<file path="src/rtl/lemmings_pkg.sv">
// Shared types and constants for the lemmings behavioural core.
// The bench and scoreboard import this package.
package lemmings_pkg;

    typedef enum logic [2:0] {
        WALK_L = 3'd0,
        WALK_R = 3'd1,
        FALL_L = 3'd2,
        FALL_R = 3'd3,
        DIG_L  = 3'd4,
        DIG_R  = 3'd5,
        SPLAT  = 3'd6
    } state_t;

    localparam int unsigned FALL_LIMIT_DEFAULT = 20;

endpackage

</file>
<file path="src/rtl/lemmings_fall_cnt.sv">
// Saturating fall-length counter; too_long flags a fall that outlasted FALL_LIMIT.
module lemmings_fall_cnt
    import lemmings_pkg::*;
#(
    parameter int unsigned FALL_LIMIT = FALL_LIMIT_DEFAULT,
    parameter int unsigned CNT_W      = $clog2(FALL_LIMIT + 2)
) (
    input  logic clk,
    input  logic rst,
    input  logic falling_next,
    output logic too_long
);

    localparam logic [CNT_W-1:0] CNT_MAX = CNT_W'(FALL_LIMIT + 1);

    logic [CNT_W-1:0] fall_cnt;

    // Counts cycles spent with aaah high; sticks at FALL_LIMIT+1 so it never wraps.
    always_ff @(posedge clk or posedge rst) begin
        if (rst) begin
            fall_cnt <= '0;
        end else if (!falling_next) begin
            fall_cnt <= '0;
        end else if (fall_cnt != CNT_MAX) begin
            fall_cnt <= fall_cnt + CNT_W'(1);
        end
    end

    assign too_long = (fall_cnt == CNT_MAX);

endmodule

</file>
<file path="src/rtl/lemmings_fsm.sv">
// Moore state machine for one lemming: walk, turn on bumps, fall, dig, splat.
// Outputs are pure decodes of the state register.
module lemmings_fsm
    import lemmings_pkg::*;
#(
    parameter int unsigned FALL_LIMIT = FALL_LIMIT_DEFAULT,
    parameter int unsigned CNT_W      = $clog2(FALL_LIMIT + 2)
) (
    input  logic clk,
    input  logic rst,
    input  logic bump_left,
    input  logic bump_right,
    input  logic ground,
    input  logic dig,
    output logic walk_left,
    output logic walk_right,
    output logic aaah,
    output logic digging,
    output logic splat
);

    state_t state;
    state_t state_next;
    logic   falling_next;
    logic   too_long;

    always_ff @(posedge clk or posedge rst) begin
        if (rst) begin
            state <= WALK_L;
        end else begin
            state <= state_next;
        end
    end

    // Priority in WALK: missing ground, then dig, then facing-side bump.
    always_comb begin
        state_next = state;
        case (state)
            WALK_L: begin
                if (!ground)        state_next = FALL_L;
                else if (dig)       state_next = DIG_L;
                else if (bump_left) state_next = WALK_R;
            end
            WALK_R: begin
                if (!ground)         state_next = FALL_R;
                else if (dig)        state_next = DIG_R;
                else if (bump_right) state_next = WALK_L;
            end
            FALL_L: begin
                if (ground) state_next = too_long ? SPLAT : WALK_L;
            end
            FALL_R: begin
                if (ground) state_next = too_long ? SPLAT : WALK_R;
            end
            DIG_L: begin
                if (!ground) state_next = FALL_L;
            end
            DIG_R: begin
                if (!ground) state_next = FALL_R;
            end
            SPLAT:   state_next = SPLAT;
            default: state_next = WALK_L;
        endcase
    end

    assign falling_next = (state_next == FALL_L) || (state_next == FALL_R);

    lemmings_fall_cnt #(
        .FALL_LIMIT(FALL_LIMIT),
        .CNT_W     (CNT_W)
    ) u_fall_cnt (
        .clk         (clk),
        .rst         (rst),
        .falling_next(falling_next),
        .too_long    (too_long)
    );

    assign walk_left  = (state == WALK_L);
    assign walk_right = (state == WALK_R);
    assign aaah       = (state == FALL_L) || (state == FALL_R);
    assign digging    = (state == DIG_L) || (state == DIG_R);
    assign splat      = (state == SPLAT);

endmodule

</file>
<file path="config.mk">
export PLATFORM = sky130hd
export DESIGN_NAME = lemmings_fsm
export DESIGN_NICKNAME = d
export VERILOG_FILES = /design/src/rtl/lemmings_pkg.sv /design/src/rtl/lemmings_fall_cnt.sv /design/src/rtl/lemmings_fsm.sv
export SDC_FILE = /design/constraint.sdc
export NUM_CORES = 1
export LEC_CHECK = 0
export ABC_AREA = 0
export ABC_CLOCK_PERIOD_IN_PS = 1600
export CORE_AREA = 2 2 39 41
export DETAILED_ROUTE_END_ITERATION = 6
export DIE_AREA = 0 0 41 43
export GPL_ROUTABILITY_DRIVEN = 0
export PLACE_DENSITY = 0.6
export SETUP_SLACK_MARGIN = 0.02
export SLEW_MARGIN = 0
export SYNTH_ARGS = -nofsm -noshare
export SYNTH_HDL_FRONTEND = slang
export SYNTH_SLANG_ARGS = --single-unit
</file>
<file path="constraint.sdc">
create_clock -name clk -period 1.6 [get_ports clk]
set_input_delay 0.32 -clock clk [delete_from_list [all_inputs] [get_ports clk]]
set_output_delay 0.32 -clock clk [all_outputs]
set_load 0.02 [all_outputs]
</file>
# Word-level counts from Yosys, hierarchy flattened
# Cells that the tools add are included.
totals:
  regBits: 8
  latchBits: 0
  ram_bits: 0
  romBits: 0
  input_bits: 6
  out_inout_bits: 5
  word_cells: 33
  memories: 0
classes:
  n_addsub: 1
  n_mul: 0
  div_mod_pow: 0
  n_lt_le_gt_ge: 0
  n_eq_ne: 11
  shift: 0
  muxes: 15
  n_bitwise: 0
  n_reduce_logical: 4
ops:
  columns: ["cell", "count"]
  rows:
  - ["3-bit 2-to-1 mux", 12]
  - ["3-bit case mux with 7 select lines", 1]
  - ["3-bit by 2-bit equality test with 1-bit output, second input constant", 4]
  - ["5-bit 2-to-1 mux", 2]
  - ["3-bit equality test, second input constant", 3]
  - ["5-bit by 1-bit adder with 5-bit output, second input constant", 1]
  - ["5-bit equality test, second input constant", 1]
  - ["5-bit inequality test, second input constant", 1]
  - ["3-bit by 1-bit equality test with 1-bit output, second input constant", 1]
  - ["3-bit logical NOT", 1]
  - ["1-bit logical OR", 3]
  - ["2-bit inequality test, second input constant", 1]

# Longest topological paths before layout
logic_depth:
  ltp_word: 7
  mapped_depth: 5
  ltp_nobuf: 5

# Cells and area by module
# A second synthesis with hierarchy kept.
hier_totals:
  cells_unflattened: 52
  area_unflattened_um2: 518.0
modules_own_cells:
  columns: ["mod", "n_inst", "cells_per_inst", "area_each_um2", "seq_area_each_um2"]
  rows:
  - ["lemmings_fall_cnt", 1, 27, 301.5, 125.1]
  - ["lemmings_fsm", 1, 25, 216.5, 75.1]

# Least setup slack after synthesis
# No wires, ideal clock.
synth_path:
  kind: "register -> register"
  from: "register state[1]"
  to: "register state[0]"
  t_arrival_ns: 1.348
  t_required_ns: 1.533
  path_slack_ns: 0.185
  path_stages_with_launch: 4
  n_path_buf: 0
  period_less_slack_ns: 1.415
  path_cell_list: "dfrtp_1 -> nor3_1 -> and4b_1 -> a311o_1"
synth_between:
  elab_chain_cells: 2
  elab_cells_between_ends: 8
  cone_classes: "6 x eq/ne; 1 x mux; 1 x reduce/logical"
synth_lines:
  columns: ["item", "line_no", "source"]
  rows:
  - ["from (decl)", "lemmings_fsm.sv:22", "state_t state;"]
  - ["from (signal assigned)", "lemmings_fsm.sv:31", "state <= state_next;"]
  - ["3-bit logical NOT", null, null]
  - ["net walk_left", "lemmings_fsm.sv:15", "output logic walk_left,"]
  - ["3-bit case mux with 7 select lines", "lemmings_fsm.sv:38", "case (state)"]
  - ["net state_next[0]", "lemmings_fsm.sv:23", "state_t state_next;"]
# The timed path passes the listed nets, and every way through them passes these cells.
# A chain may end at the register's enable or synchronous reset.

# Final worst setup path
layout_path:
  from: "register state[1]"
  to: "output port walk_left"
layout_between:
  elab_chain_cells: 1
layout_lines:
  columns: ["item", "line_no", "source"]
  rows:
  - ["3-bit logical NOT", "lemmings_fsm.sv:78", "assign walk_left = (state == WALK_L);"]
  - ["to (decl)", "lemmings_fsm.sv:15", null]
# Every way passes these cells.

==> impl_metrics.toml <==
[synthesis]
synth_area_leaders = "dfrtp_1 46%, ha_1 5.7%, and4b_1 4.6%"
yosysMostFrequentCell = "dfrtp_1"
synth_edf_count = 0
syn_inst = 44
yosys_warnings = 0
ys_ff_latch = 8
avgSynthCellArea_um2 = 9.92
synthTopCellsByCount = "8 x dfrtp_1, 5 x nor2_1, 4 x inv_1, 4 x nand3_1"
yosysSeqAreaShare_pct = 45.8
yosys.area.top_type = "dfrtp_1"
synth_area_um2 = 437
synth_top_area_share_pct = 45.8
syn_nets = 52
ys.flop_type = "dfrtp_1"
async_flop_share_pct = 100
ys_types = 22

[die]
start_util_pct = 31.6
coreArea_um2 = 1380
die_h_um = 43
die_area_um2 = 1760
fp.dieW_um = 41
io_pins = 11
rows = 14

[timing]
max_freq_mhz = 656
relSlewSlack_pct = 80.6
final_max_slew_viol_count = 0
finClkSkew_ns = 0.000299
worst_slew_pin_slew_ns = 0.290
rsz0062_at_grt = "true"
hold_viol = 0
holdWs_ns = 0.310
layout_min_cycle_time_ns = 1.52
timing.final.crit_share_pct = 95.3
setup_viol = 0

[global_routing]
track_usage_pct = 13.9
grt_pass1_wl_mm = 1.57
gr-usage-met2_pct = 19.7
antenna_found_initial = 0
overflow = 0
grt_pass1_vias = 373
grt_max_degree = 9
grt_util_met3_pct = 4.71
top_usage_layer = "met2"
gr-usage-met1_pct = 15.7

[routing]
wl_per_cell_um = 12.1
drcViolationCount = 0
vias = 379
vias_per_cell = 4.99
drtIter0Drc = 5
dr.pass1.iters = 4
antenna_left = 0
wirelength_um = 922

[setup_path]
crit_path_max_fanout = 7
endpoint_kind = "primary output"
crit_path_start = "state[1]$_DFF_PP0_"
timing.reg2reg.setup_slack_ns = 0.18
r2r_cells = 5
required_ns = 1.28
crit_path_start_kind = "flop"
path_class = "reg2out"
reg2reg_to = "state[0]$_DFF_PP0_"
crit_arrival_ns = 1.20
r2r-start = "u_fall_cnt.fall_cnt[1]$_DFFE_PP0P_"
worstSetupEndpoint = "walk_left"

[cells_and_area]
layout.nets = 70
area_growth_pct = 35.5
drive_gt1_share_pct = 20.0
diodes = 0

[clock_network]
cts_tree = "built"
cts.sinks = 8
clk_path_buf_depth = 2
cts_setup_buffers = 0
clkLatencyLatePin_ns = 0.25
cts.htree.levels = 1
cts-root-buf = "clkbuf_4"
cts_buffers = 3
cts_resized = 9
clk_pin_slew_ns = 0.05
holdBufCountCts = 0

[run_status]
status = "finished clean"

[power]
leakage_nw = 0.299
power.density_nw_per_um2 = 1250
power.total_uw = 738
vdd_ir_drop_max_v = 0.000405

[placed_design]
dp_hpwl_um = 695
port_buffers = 10

[job]
maxCapViolations = 0

[min_path]
min_path_type = "in2async"
worst min path at each step:
| stage | end | slack, ns | depth (start not counted) |
|---|---|---|---|
| 2_1_floorplan | state[0]$_DFF_PP0_ | 0.14 | 1 |
| 3_3_place_gp | state[0]$_DFF_PP0_ | 0.55 | 1 |
| 3_5_place_dp | state[0]$_DFF_PP0_ | 0.54 | 1 |
| 4_1_cts | u_fall_cnt.fall_cnt[4]$_DFFE_PP0P_ | 0.32 | 2 |
| 5_1_grt | state[0]$_DFF_PP0_ | 0.35 | 2 |
| 6_report | u_fall_cnt.fall_cnt[4]$_DFFE_PP0P_ | 0.31 | 2 |
report_power, final:
part / internal, mW / leakage (nW) / switching, mW
clock: 0.0855 / 0.0138 / 0.0633
sequential: 0.242 / 0.106 / 0.0575
combinational: 0.142 / 0.179 / 0.147
total: 0.470 / 0.299 / 0.268
sequential cells by signal (all words and copies together), names as in the netlist:
register / cells
state: 3
u_fall_cnt.fall_cnt: 5
worst max-delay path, stage by stage (launching register included):
cell and delay, ns:
dfrtp_1 0.44, nor3_2 0.23, clkdlybuf4s15_2 0.29
logic make-up (layout without fill, tap and decap cells):
kind of cell             after synthesis  count (layout)  synth area share, %
AND/OR/NAND/NOR                       18              18                 22.9
AO/OA/AOI/OAI                          9               9                 15.8
flip-flops                             8               8                 45.8
buffers and inverters                  4              20                 3.44
adder cells (fa/ha/maj)                2               2                 5.73
XOR/XNOR                               2               2                 4.01
multiplexers                           1               1                 2.29
routing by layer:
metal / vias to the layer above / part of all wire [%] / routed length (µm)
met1: 173 / 43 / 400
li1: 191 / - / -
met3: 2 / 7.4 / 68
met4: 0 / 1.1 / 10
met5: - / 0 / 0
met2: 13 / 48 / 443
layout by cell type, fill, tap and decap left out, types with 2 or more instances in the layout:
| cell | n |
|---|---|
| inv_1 | 4 |
| clkdlybuf4s50_1 | 5 |
| ha_1 | 2 |
| nor2_1 | 5 |
| dfrtp_1 | 8 |
| nand3_1 | 4 |
| a21o_1 | 2 |
| clkbuf_4 | 3 |
| nand2_1 | 2 |
| buf_4 | 3 |
| clkbuf_2 | 3 |
| and4b_1 | 2 |
per-stage QoR:
stage                     area (µm²)  setup TNS [ns]  util, %  std cells  worst slack [ns]
after detailed placement         579         -0.0271     41.9         73           -0.0271
final                            592               0     42.8         76            0.0758
after CTS                        599               0     43.3         76            0.0367
after global routing             592               0     42.8         76            0.0120
after floorplan                  437               0        -         44             0.185
after global placement           579      -0.0000746     41.9         73        -0.0000746
area by class of cell:
type                            count  area (µm²)
Inverter                            4        15.0
Multi-Input combinational cell     32         226
Clock buffer                        3        22.5
Sequential cell                     8         200
Timing Repair Buffer               13         108
Fill cell                         151         792
Tap cell                           16        20.0
(Power assumes the default switching activity.)
